==> src/rtl/rle_encoder_pkg.sv <==
// Shared definitions for the run-length encoder/decoder pair: default widths
// and the FSM state encoding.
package rle_encoder_pkg;

    localparam int unsigned DATA_W_DEF = 8;
    localparam int unsigned RUN_W_DEF  = 8;

    typedef enum logic [1:0] {
        IDLE  = 2'd0,
        RUN   = 2'd1,
        FLUSH = 2'd2
    } state_t;

endpackage

==> src/rtl/rle_encoder.sv <==
// Run-length encoder: turns a stream of signed coefficients into (value, run)
// pairs, closing the open run at every frame boundary.
module rle_encoder
    import rle_encoder_pkg::*;
#(
    parameter int unsigned DATA_W = DATA_W_DEF,
    parameter int unsigned RUN_W  = RUN_W_DEF
) (
    input  logic              clk,
    input  logic              rst,
    input  logic              in_valid,
    output logic              in_ready,
    input  logic [DATA_W-1:0] in_data,
    input  logic              in_last,
    output logic              out_valid,
    input  logic              out_ready,
    output logic [DATA_W-1:0] out_value,
    output logic [RUN_W-1:0]  out_run,
    output logic              out_last
);

    localparam logic [RUN_W-1:0] RUN_MAX = '1;
    localparam logic [RUN_W-1:0] RUN_ONE = RUN_W'(1);

    state_t            state;
    logic [DATA_W-1:0] cur_val;
    logic [RUN_W-1:0]  cur_cnt;
    logic [DATA_W-1:0] pend_val;

    logic slot_free;
    logic accept;
    logic extend;

    always_comb begin
        slot_free = !out_valid || out_ready;
        in_ready  = slot_free && (state != FLUSH);
        accept    = in_valid && in_ready;
        // A saturated run never absorbs another sample, even an equal one.
        extend    = (in_data == cur_val) && (cur_cnt != RUN_MAX);
    end

    always_ff @(posedge clk) begin
        if (rst) begin
            state     <= IDLE;
            cur_val   <= '0;
            cur_cnt   <= '0;
            pend_val  <= '0;
            out_valid <= 1'b0;
            out_value <= '0;
            out_run   <= '0;
            out_last  <= 1'b0;
        end else begin
            if (out_valid && out_ready)
                out_valid <= 1'b0;

            case (state)
                IDLE: begin
                    if (accept) begin
                        if (in_last) begin
                            out_valid <= 1'b1;
                            out_value <= in_data;
                            out_run   <= RUN_ONE;
                            out_last  <= 1'b1;
                        end else begin
                            cur_val <= in_data;
                            cur_cnt <= RUN_ONE;
                            state   <= RUN;
                        end
                    end
                end

                RUN: begin
                    if (accept) begin
                        if (extend && !in_last) begin
                            cur_cnt <= cur_cnt + RUN_ONE;
                        end else if (extend) begin
                            out_valid <= 1'b1;
                            out_value <= cur_val;
                            out_run   <= cur_cnt + RUN_ONE;
                            out_last  <= 1'b1;
                            cur_cnt   <= '0;
                            state     <= IDLE;
                        end else begin
                            out_valid <= 1'b1;
                            out_value <= cur_val;
                            out_run   <= cur_cnt;
                            out_last  <= 1'b0;
                            if (in_last) begin
                                // New sample is a complete one-long run; park it
                                // until the slot frees.
                                pend_val <= in_data;
                                cur_cnt  <= '0;
                                state    <= FLUSH;
                            end else begin
                                cur_val <= in_data;
                                cur_cnt <= RUN_ONE;
                            end
                        end
                    end
                end

                FLUSH: begin
                    if (slot_free) begin
                        out_valid <= 1'b1;
                        out_value <= pend_val;
                        out_run   <= RUN_ONE;
                        out_last  <= 1'b1;
                        state     <= IDLE;
                    end
                end

                default: state <= IDLE;
            endcase
        end
    end

endmodule

==> config.mk <==
export PLATFORM = sky130hd
export DESIGN_NAME = rle_encoder
export DESIGN_NICKNAME = d
export VERILOG_FILES = /design/src/rtl/rle_encoder_pkg.sv /design/src/rtl/rle_encoder.sv
export SDC_FILE = /design/constraint.sdc
export NUM_CORES = 1
export LEC_CHECK = 0
export BUFFER_PORTS_ARGS = -buffer_cell sky130_fd_sc_hd__buf_4
export CORE_MARGIN = 5
export CORE_UTILIZATION = 55
export CTS_CLUSTER_DIAMETER = 100
export CTS_CLUSTER_SIZE = 14
export DETAILED_ROUTE_END_ITERATION = 8
export PLACE_DENSITY = 0.87
export SYNTH_ARGS = -nofsm -noshare
export SYNTH_HDL_FRONTEND = slang
export SYNTH_SLANG_ARGS = --single-unit
==> constraint.sdc <==
create_clock -name clk -period 2.3 [get_ports clk]
set_input_delay 0.23 -clock clk [delete_from_list [all_inputs] [get_ports clk]]
set_output_delay 0.23 -clock clk [all_outputs]
set_load 0.01 [all_outputs]
==> tab_implementation.tex <==
\begin{tabular}{lr}
\hline
Metric & Value \\
\hline
\multicolumn{2}{l}{\textbf{Outcome}} \\
\quad Run status & completed \\
\multicolumn{2}{l}{\textbf{Detailed routing}} \\
\quad Wirelength, routed & 5.78 mm \\
\quad Number of design rule violations left after detail routing & 0 \\
\quad Total via count in the routed design & 2189 \\
\quad Count of routing violations after the opening detailed-route iteration & 189 \\
\quad First-pass detailed-route iteration total & 4 \\
\quad Via density per instance & around 6.0 \\
\quad Wirelength per Cell & 15.9 um \\
\quad Post-detailed-route count of antenna-violating nets & 0 \\
\multicolumn{2}{l}{\textbf{Clock network}} \\
\quad Clk sinks & 44 \\
\quad Longest Clk Path Bufs & 2 \\
\quad CTS tree & done \\
\quad Source-to-sink clock delay at the later pin of the worst-skew pair & 0.30 ns \\
\quad Cts bufs inserted & 5 \\
\quad Root Buffer Master & sky130\_fd\_sc\_hd\_\_clkbuf\_8 \\
\quad CTS H-tree depth & 2 \\
\quad Clock slew seen by the registers of the worst setup and hold paths & 0.08 ns \\
\quad Cts-stage hold buffer count & 0 \\
\multicolumn{2}{l}{\textbf{Logic synthesis}} \\
\quad Primary FF master, synth & sky130\_fd\_sc\_hd\_\_dfxtp\_1 \\
\quad Unique masters post-synth & 53 \\
\quad Mean instance size in the synthesized netlist & 8.48 um\^{}2 \\
\quad Area share of the largest cell type after synthesis & 36.8\% \\
\quad Number of flops mapped to enable cells by yosys & 0 \\
\quad Synth async-reset ratio & 0\% \\
\quad Post-synthesis cell area & 2390 um\^{}2 \\
\quad Number of warnings printed during yosys synthesis & 0 \\
\quad Synthesis-stage register bit count & 44 \\
\quad Proportion of synthesized chip area in sequential cells & 36.8\% \\
\quad Ranking of synthesized cells by area & sky130\_fd\_sc\_hd\_\_dfxtp\_1 (37\%), sky130\_fd\_sc\_hd\_\_mux2i\_1 (7.1\%), sky130\_fd\_sc\_hd\_\_nor2\_1 (5.7\%) \\
\quad Cell type contributing the most total cell area after synthesis & sky130\_fd\_sc\_hd\_\_dfxtp\_1 \\
\quad Syn\_nets & 300 \\
\quad Number of standard cells after synthesis & 282 \\
\multicolumn{2}{l}{\textbf{Timing}} \\
\quad Final Slew Violations & 0 \\
\quad Setup clock skew after layout & 0.00342 ns \\
\quad Max frequency & roughly 470 MHz \\
\quad Unrepaired setup endpoints after global routing & false \\
\quad Worst relative slew slack & 66.4\% \\
\quad Final setup TNS & 0 ns \\
\quad Hold Vio Cnt, Final & 0 \\
\quad Final setup fails & 0 \\
\quad Shortest clock period the worst path allows after layout & 2.13 ns \\
\quad Least setup slack across all paths after layout & between 0.15 and 0.2 ns \\
\quad Tightest Pin Transition & 0.504 ns \\
\quad Part of the cycle the worst path needs & 92.5\% \\
\multicolumn{2}{l}{\textbf{Power and ir drop}} \\
\quad Power density relative to cell area & about 950 nW/um\^{}2 \\
\quad P\_leak & approximately 1.1 nW \\
\quad Peak supply drop & 511 uV \\
\multicolumn{2}{l}{\textbf{Worst setup path}} \\
\quad Critical path type & flip-flop to flip-flop \\
\quad Worst reg2reg path depth & 7 \\
\quad Max Fanout on Critical Path & 15 \\
\quad Kind of launch point of the worst setup path & flip-flop \\
\quad Endpoint class of the critical path & flip-flop \\
\quad WP data required & 2.52 ns \\
\quad Arr. time, crit path & about 2.4 ns \\
\multicolumn{2}{l}{\textbf{Final layout}} \\
\quad Number of fill cells & 354 \\
\quad Core Util, Final & 65.3\% \\
\quad Layout cell share with drive strength beyond 1 & 19.9\% \\
\quad Syn-to-layout area delta & 17.3\% \\
\quad Most common library cell in the layout ignoring fill and taps & sky130\_fd\_sc\_hd\_\_dfxtp\_1 \\
\quad Most frequent cells in the layout & sky130\_fd\_sc\_hd\_\_dfxtp\_1 (44), sky130\_fd\_sc\_hd\_\_buf\_4 (40), sky130\_fd\_sc\_hd\_\_nor2\_1 (36) \\
\quad Diodes inserted & 0 \\
\quad Final-stage net count & 328 \\
\multicolumn{2}{l}{\textbf{GRT}} \\
\quad Global routing usage summed across all routing layers & 20.8\% \\
\quad Number of antenna violations at the first check in global routing & 0 \\
\quad First-pass GRT wire length & 10.1 mm \\
\quad Maximum number of pins on one net before global-route repair & between 40 and 50 \\
\quad Via count of the first global-routing pass & 2100 \\
\quad Remaining Overflow, GRT & 0 \\
\multicolumn{2}{l}{\textbf{Floorplan}} \\
\quad Boundary Pins & 32 \\
\quad Initial cell density of the core & 55.7\% \\
\quad Die X & 75.9 um \\
\quad Die Footprint & 5770 um\^{}2 \\
\quad Die height & approximately 76 um \\
\quad Standard-cell rows & 24 \\
\quad CORE AREA & 4290 um\^{}2 \\
\multicolumn{2}{l}{\textbf{Job}} \\
\quad Max Cap Viol & 0 \\
\multicolumn{2}{l}{\textbf{Place}} \\
\quad Final weighted congestion in routability-driven placement & 0.885 \\
\quad Port Buffers & 31 \\
\quad DP Wirelength & a little under 4 mm \\
\quad Post-Place Setup Slack & between 0.05 and 0.06 ns \\
\multicolumn{2}{l}{\textbf{Hold path}} \\
\quad Worst hold-check path type & input pin to flip-flop \\
\quad Number of cells on the worst hold path & 3 \\
\hline
\end{tabular}
## Yosys cell counts (3+ instances only)
cell                       count
sky130_fd_sc_hd__xnor2_1       3
sky130_fd_sc_hd__o211ai_1     10
sky130_fd_sc_hd__nand3_1      11
sky130_fd_sc_hd__nor2_1       36
sky130_fd_sc_hd__nor3_1        6
sky130_fd_sc_hd__nand2_1      29
sky130_fd_sc_hd__a211oi_1      7
sky130_fd_sc_hd__a31oi_1       5
sky130_fd_sc_hd__a22oi_1      10
sky130_fd_sc_hd__nor2b_1       3
sky130_fd_sc_hd__xor2_1        8
sky130_fd_sc_hd__nand3b_1      3
sky130_fd_sc_hd__clkbuf_1     11
sky130_fd_sc_hd__ha_1          5
sky130_fd_sc_hd__dfxtp_1      44
sky130_fd_sc_hd__mux2i_1      17
sky130_fd_sc_hd__buf_2         3
sky130_fd_sc_hd__nand4_1       3
sky130_fd_sc_hd__nand2b_1      4
sky130_fd_sc_hd__inv_1         5
sky130_fd_sc_hd__a21oi_1      14
## worst max-delay path, stage by stage (launching register included)
cell and delay (ns):
sky130_fd_sc_hd__dfxtp_1 0.42, sky130_fd_sc_hd__ha_2 0.27, sky130_fd_sc_hd__inv_1 0.09, sky130_fd_sc_hd__or3_1 0.54
sky130_fd_sc_hd__nand2b_4 0.17, sky130_fd_sc_hd__o21a_4 0.24, sky130_fd_sc_hd__nor2_1 0.07, sky130_fd_sc_hd__a311oi_1 0.23
## cell type report
class                      count  area [um^2]  area share, %
multi-input combinational    213         1400           49.9
inverter                       5         18.8          0.669
clock buffer                   6         82.6           2.94
timing repair buffer          41          320           11.4
tap                           52         65.1           2.32
sequential                    44          881           31.4
clock inverter                 2         38.8           1.38
## through the flow
stage               area [um^2]  std cells  total power, mW  hold slack, ns
floorplan                  2390        282             1.68           0.374
global route               2810        363             2.84           0.201
finish                     2810        363             2.66           0.192
global placement           2660        354             1.98           0.444
detailed placement         2660        354             2.01           0.450
CTS                        2780        362             2.65           0.185
## path summary, 6_finish.rpt
path	from	to	slack [ns]
worst max-delay path	cur_cnt[1]$_SDFFE_PP0P_	out_run[1]$_SDFFE_PP0P_	0.17
worst min-delay path	in_data[2]	pend_val[2]$_SDFFE_PP0P_	0.19
worst max register to register	cur_cnt[1]$_SDFFE_PP0P_	out_run[1]$_SDFFE_PP0P_	0.17
worst min register to register	out_value[7]$_SDFFE_PP0P_	out_value[7]$_SDFFE_PP0P_	0.46
## registers in the layout, summed over array words and instances, names as in the netlist
| register | cells |
|---|---|
| pend_val | 8 |
| out_valid | 1 |
| out_last | 1 |
| out_run | 8 |
| cur_cnt | 8 |
| out_value | 8 |
| state | 2 |
| cur_val | 8 |
## repair_timing
item                                    4_1_cts  5_1_grt
setup buffers                                 0        1
gates resized for setup                       0        2
endpoints found under the setup margin        0       22
endpoints found under the hold margin         0        0
## metal layers
metal / track usage [%] / vias up / share of wire (%)
met5: 0 / - / 0
met4: 8.01 / 0 / 2.0
met3: 4.98 / 12 / 5.7
met2: 33.0 / 66 / 48
met1: 27.1 / 1040 / 44
li1: - / 1071 / -
## power breakdown
group          internal (mW)  total (mW)  leakage (nW)  switching [mW]
Clock                  0.355       0.631        0.0614           0.275
Sequential             0.889       0.968         0.359          0.0795
Combinational          0.449        1.06         0.696           0.612
Total                   1.69        2.66          1.12           0.967
## cell families after synthesis
logic type | Yosys count | share of synthesized area, %
and+or+nand+nor | 111 | 23.5
adders and majority gates | 5 | 2.62
AOI/OAI and AO/OA | 69 | 20.9
xor gates and xnor gates | 11 | 4.03
muxes | 17 | 7.12
DFF | 44 | 36.8
buffers and inverters | 25 | 5.02
Note: power is estimated with default switching activity, not from simulation.
